==> src/rtl/mult_signed_chain_pipe.sv <==
`timescale 1ns/1ps
// Pipelined chain of signed multipliers: each stage multiplies the signed halves of the
// previous product; the per-transaction tap select returns one stage's product.
module mult_signed_chain_pipe #(
    parameter int WIDTH  = 16,
    parameter int STAGES = 2,
    parameter int IDW    = (STAGES > 1) ? $clog2(STAGES) : 1
) (
    input  logic                        clk,
    input  logic                        rst,
    input  logic                        in_valid,
    output logic                        in_ready,
    input  logic signed [WIDTH-1:0]     a,
    input  logic signed [WIDTH-1:0]     b,
    input  logic        [IDW-1:0]       id,
    output logic                        out_valid,
    input  logic                        out_ready,
    output logic signed [2*WIDTH-1:0]   c,
    output logic [$clog2(STAGES+1)-1:0] occupancy
);
    localparam int PW  = 2 * WIDTH;
    localparam int OCW = $clog2(STAGES + 1);

    logic [STAGES-1:0] r_v;
    logic [PW-1:0]     r_p   [STAGES];
    logic [PW-1:0]     r_res [STAGES];
    logic [IDW-1:0]    r_sel [STAGES];
    logic [OCW-1:0]    r_occ;

    logic [STAGES-1:0] w_load;
    logic [STAGES-1:0] w_in_v;
    logic [STAGES-1:0] w_v_next;
    logic [PW-1:0]     w_prod    [STAGES];
    logic [PW-1:0]     w_res_new [STAGES];
    logic [IDW-1:0]    w_sel_src [STAGES];
    logic [IDW-1:0]    w_sel_in;
    logic [OCW-1:0]    w_occ_next;

    // Out-of-range tap selects collapse onto the last stage.
    always_comb begin
        if ({1'b0, id} > (IDW + 1)'(STAGES - 1)) begin
            w_sel_in = IDW'(STAGES - 1);
        end else begin
            w_sel_in = id;
        end
    end

    // A stage may load iff some stage from it to the end is empty, or the output drains;
    // this is the valid-chain advance rule written without a combinational chain.
    always_comb begin
        logic v_full;
        v_full = 1'b1;
        for (int k = 0; k < STAGES; k++) begin
            v_full = 1'b1;
            for (int j = k; j < STAGES; j++) begin
                v_full = v_full & r_v[j];
            end
            w_load[k] = ~v_full | out_ready;
        end
    end

    for (genvar k = 0; k < STAGES; k++) begin : g_stage
        logic [PW-1:0] w_xe;
        logic [PW-1:0] w_ye;
        if (k == 0) begin : g_first
            assign w_xe         = {{WIDTH{a[WIDTH-1]}}, a};
            assign w_ye         = {{WIDTH{b[WIDTH-1]}}, b};
            assign w_in_v[k]    = in_valid;
            assign w_sel_src[k] = w_sel_in;
            assign w_res_new[k] = (w_sel_in == IDW'(k)) ? w_prod[k] : '0;
        end else begin : g_next
            assign w_xe         = {{WIDTH{r_p[k-1][WIDTH-1]}}, r_p[k-1][WIDTH-1:0]};
            assign w_ye         = {{WIDTH{r_p[k-1][PW-1]}}, r_p[k-1][PW-1:WIDTH]};
            assign w_in_v[k]    = r_v[k-1];
            assign w_sel_src[k] = r_sel[k-1];
            assign w_res_new[k] = (r_sel[k-1] == IDW'(k)) ? w_prod[k] : r_res[k-1];
        end
        // Sign-extended operands make the low 2*WIDTH bits the exact signed product.
        assign w_prod[k]   = w_xe * w_ye;
        assign w_v_next[k] = w_load[k] ? w_in_v[k] : r_v[k];
    end

    // Occupancy is the popcount of the next valid vector so it tracks r_v exactly.
    always_comb begin
        w_occ_next = '0;
        for (int k = 0; k < STAGES; k++) begin
            w_occ_next = w_occ_next + OCW'(w_v_next[k]);
        end
    end

    // Pipeline state: stages load on advance, stalled stages hold everything.
    always_ff @(posedge clk or posedge rst) begin
        if (rst) begin
            r_v   <= '0;
            r_occ <= '0;
            for (int k = 0; k < STAGES; k++) begin
                r_p[k]   <= '0;
                r_res[k] <= '0;
                r_sel[k] <= '0;
            end
        end else begin
            r_v   <= w_v_next;
            r_occ <= w_occ_next;
            for (int k = 0; k < STAGES; k++) begin
                if (w_load[k] && w_in_v[k]) begin
                    r_p[k]   <= w_prod[k];
                    r_res[k] <= w_res_new[k];
                    r_sel[k] <= w_sel_src[k];
                end
            end
        end
    end

    assign in_ready  = w_load[0];
    assign out_valid = r_v[STAGES-1];
    assign c         = r_res[STAGES-1];
    assign occupancy = r_occ;

endmodule

==> config.mk <==
export PLATFORM = sky130hd
export DESIGN_NAME = mult_signed_chain_pipe
export DESIGN_NICKNAME = d
export VERILOG_FILES = /design/src/rtl/mult_signed_chain_pipe.sv
export SDC_FILE = /design/constraint.sdc
export NUM_CORES = 2
export LEC_CHECK = 0
export ABC_AREA = 0
export BUFFER_PORTS_ARGS = -buffer_cell sky130_fd_sc_hd__clkbuf_2
export CORE_UTILIZATION = 32
export DETAILED_ROUTE_END_ITERATION = 8
export HOLD_SLACK_MARGIN = 0.06
export MAX_ROUTING_LAYER = met4
export PLACE_DENSITY = 0.55
export SETUP_SLACK_MARGIN = 0.4
export SKIP_CTS_REPAIR_TIMING = 1
export SKIP_LAST_GASP = 1
export SYNTH_ARGS = -nofsm -noshare
export SYNTH_HDL_FRONTEND = slang
export SYNTH_SLANG_ARGS = --single-unit
export TNS_END_PERCENT = 5
==> constraint.sdc <==
create_clock -name clk -period 6.58 [get_ports clk]
set_input_delay 0 -clock clk [delete_from_list [all_inputs] [get_ports clk]]
set_output_delay 0 -clock clk [all_outputs]
set_load 0.02 [all_outputs]
==> results.md <==
- Top sig layer: met4
- Core ar.: 0.0732 mm²
- Commonest cells post-synth: 584 x inv_1, 524 x fa_1, 310 x nand2_1
- Crit path cell chain: buf_4 > and2_1 > fa_1 > inv_1 > fa_1 > fa_2 > fa_1 > inv_1 > fa_1 > inv_1 > fa_1 > inv_1 > ha_1 > and2_4 > a221oi_2 > o221a_2 > o21ai_2 > a311o_2 > o41ai_4 > nor4b_1 > nand3b_1
- Largest stage delay, worst path: 0.53 ns
- Final setup vio count: 0
- Seq cells post-synth: 101
- CP bufs+invs: 5
- Clk buf depth: 2
- Area leader, netlist: fa_1
- Skew final: 0.0141 ns
- Fill cells: 7547
- Wirelength, routed: 57200 µm
- Unrepaired setup endpoints after global routing: yes
- Initial core utilization: 0.325
- Die area: 0.0754 mm²
- Met2 wire length: 25700 µm
- Max Clk Rate: 165 MHz
- Synth top area share: 0.441
- GR Overflow Total: 0
- Slew Viols, Final: 0
- Vias in the first global route: 16800
- CTS buffer count: 9
- Total of max-cap violations: 0
- Met1 wire length: 28000 µm
- Synth warn: 0
- Failing checks: DRC
- CTS sink cnt: 101
- Syn Nets: 3233
- Fin crit period: 6.07 ns
- Vias/cell: 4.56
- Row Count: 99
- Via count: 15900
- Chip Width: 275 µm
- Met3 routed WL: 2720 µm
- Status: finished, violations left
- Ys async rst share: 1.00
- Placer Congestion: 0.851
- Syn Std Cell Area: 0.0238 mm²
- Slack of the worst reg-to-reg path: 0.51 ns
- Hold path depth: 3
- Synth top area cells: fa_1 44%, dfrtp_1 11%, inv_1 9.2%
- CP Max Fanout: 7
- Cell with the largest stage delay on the worst path: fa_1
- Register area share after synthesis: 0.106
- Critical path startpoint category: register
- Hold_sp: b[0]
- Fin Setup TNS: 0 ns
- Ports: 73
- Fraction of layout cells with a size suffix above 1: 0.0883
- Drt pass-1 iters: 7
- Final Hold Vio Count: 0
- DIE HEIGHT: 275 µm
- Worst Tran Pin Value: 0.942 ns
- Critical path depth: 21
- Synth unique cells: 63
- Layout area overhead: 8.15%
- EDFF count, synth: 0
- First DRT Iteration DRCs: 844
- Crit path capture type: register
- Number of H-tree levels: 3
- Syn Inst Count: 2507
- CTS root buffer: clkbuf_16
- Synthesized area per cell: 9.48 µm²
- Top_reg_cell synth: dfrtp_1
- Hpwl dp: 48000 µm
- Most numerous cell in the Yosys netlist: inv_1
- Initial antenna violation count: 1
- WP data required: 6.86 ns
- Reg-to-Reg End: c[29]
- R2R Path Start: g_stage[1].w_ye[4]
- Most frequent CP cell: fa_1
- Type of the worst min-delay path: in -> reg
- Reg2Reg Depth: 21
- Crit Path Class: reg -> reg
- Global-route wire length before repair: 94100 µm
- Crit path arrival time: 6.35 ns
- Largest net degree at the start of global routing: 83
- DR WL/cell: 16.3 µm
- Reg area: 0.00255 mm²
- I/O Buffers: 72
- Clock transition at path regs: 0.10 ns
- ANT nets after route: 0
- Area of the multi-input gates: 0.0186 mm²
- CP delay by family, top: adder cells
- Endpoint, Worst Hold: r_res[32]
- Final #Nets: 3259
- GRT Total Usage: 0.164
- Tcrit/Tclk final: 0.923
- Rel. slew slack: 0.372
- Clock network latency to the later pin of the worst-skew pair: 0.39 ns
- CTS tree: built
- DRC violations left: 2
-- stage by stage --
stage / utilization / instance area [µm²] / setup WS [ns] / hold slack, ns / cells
after floorplan: - / 23800 / 0.536 / 0.138 / 2507
after global placement: 0.343 / 25100 / 0.379 / 0.0310 / 3463
after detailed placement: 0.343 / 25100 / 0.325 / 0.0271 / 3463
after CTS: 0.347 / 25400 / 0.276 / -0.397 / 3479
after global routing: 0.351 / 25700 / 0.256 / 0.159 / 3498
final: 0.351 / 25700 / 0.506 / 0.120 / 3498
-- routing by layer --
metal,vias up,global-route usage
met4,0,0.0275
li1,7505,-
met5,-,-
met3,38,0.0204
met1,8111,0.237
met2,287,0.247
-- final cells by class --
type                       instances  area share
antenna                            1   0.0000973
clock buffer                       9     0.00876
clock inverter                     7     0.00355
inverter                         584      0.0855
multi-input combinational       1701       0.722
sequential                       101      0.0994
tap                              959      0.0467
timing repair buffer             136      0.0336
-- registers in the layout, summed over array words and instances (netlist names) --
register      cells
r_sel             1
g_stage.w_ye     16
r_v               2
c                32
r_res            32
g_stage.w_xe     16
occupancy         2
-- placed cells by master, fill, tap and decap left out, types with 4 or more instances in the layout --
cell and count:
inv_1 582, fa_1 521, nand2_1 307, and2_1 246, ha_1 161, dfrtp_1 79
clkbuf_2 72, o21ai_0 63, buf_4 59, xnor2_1 55, nor2_1 49, a21oi_1 43
mux2i_1 25, a21o_1 24, mux2_2 24, dfrtp_2 22, a22o_1 20, nand2b_1 18
xor2_1 11, o21a_1 9, a31oi_1 9, clkbuf_16 9, nor3_1 8, o21bai_1 8
nor3b_1 8, a211oi_1 7, o31ai_1 7, and3_1 5, nor2b_1 4, nand3_1 4
or2_2 4, dlygate4sd3_1 4
-- logic make-up (layout without fill, tap and decap cells) --
group           after synthesis  in the layout  share of synthesized area
compound gates              227            227                     0.0640
xor+xnor                     66             66                     0.0243
fa+ha+maj                   689            689                      0.528
buf+inv                     705            736                      0.116
flops                       101            101                      0.106
mux                          49             49                     0.0219
other cells                   0              1                          0
simple gates                670            670                      0.139
-- worst reg2reg max path, stage by stage, from the launching register on --
cell	delay (ns)
dfrtp_2	0.47
buf_4	0.18
and2_1	0.15
fa_1	0.53
inv_1	0.05
fa_1	0.40
fa_2	0.40
fa_1	0.48
inv_1	0.05
fa_1	0.53
inv_1	0.05
fa_1	0.47
inv_1	0.04
ha_1	0.31
and2_4	0.19
a221oi_2	0.26
o221a_2	0.29
o21ai_2	0.11
a311o_2	0.50
o41ai_4	0.25
nor4b_1	0.09
nand3b_1	0.17
-- how the worst max path moves through the flow --
stage | startpoint | to | slack, ns
after CTS | g_stage[1].w_ye[2] | c[24] | 0.28
after global placement | g_stage[1].w_ye[4] | c[24] | 0.38
after global routing | g_stage[1].w_ye[4] | c[29] | 0.26
final | g_stage[1].w_ye[4] | c[29] | 0.51
after floorplan | g_stage[1].w_xe[15] | c[29] | 0.54
after detailed placement | g_stage[1].w_ye[2] | c[24] | 0.33
Power is left out: the tool's default activity adds up to more than one toggle a clock period on the data nets, which glitch-free logic cannot reach.
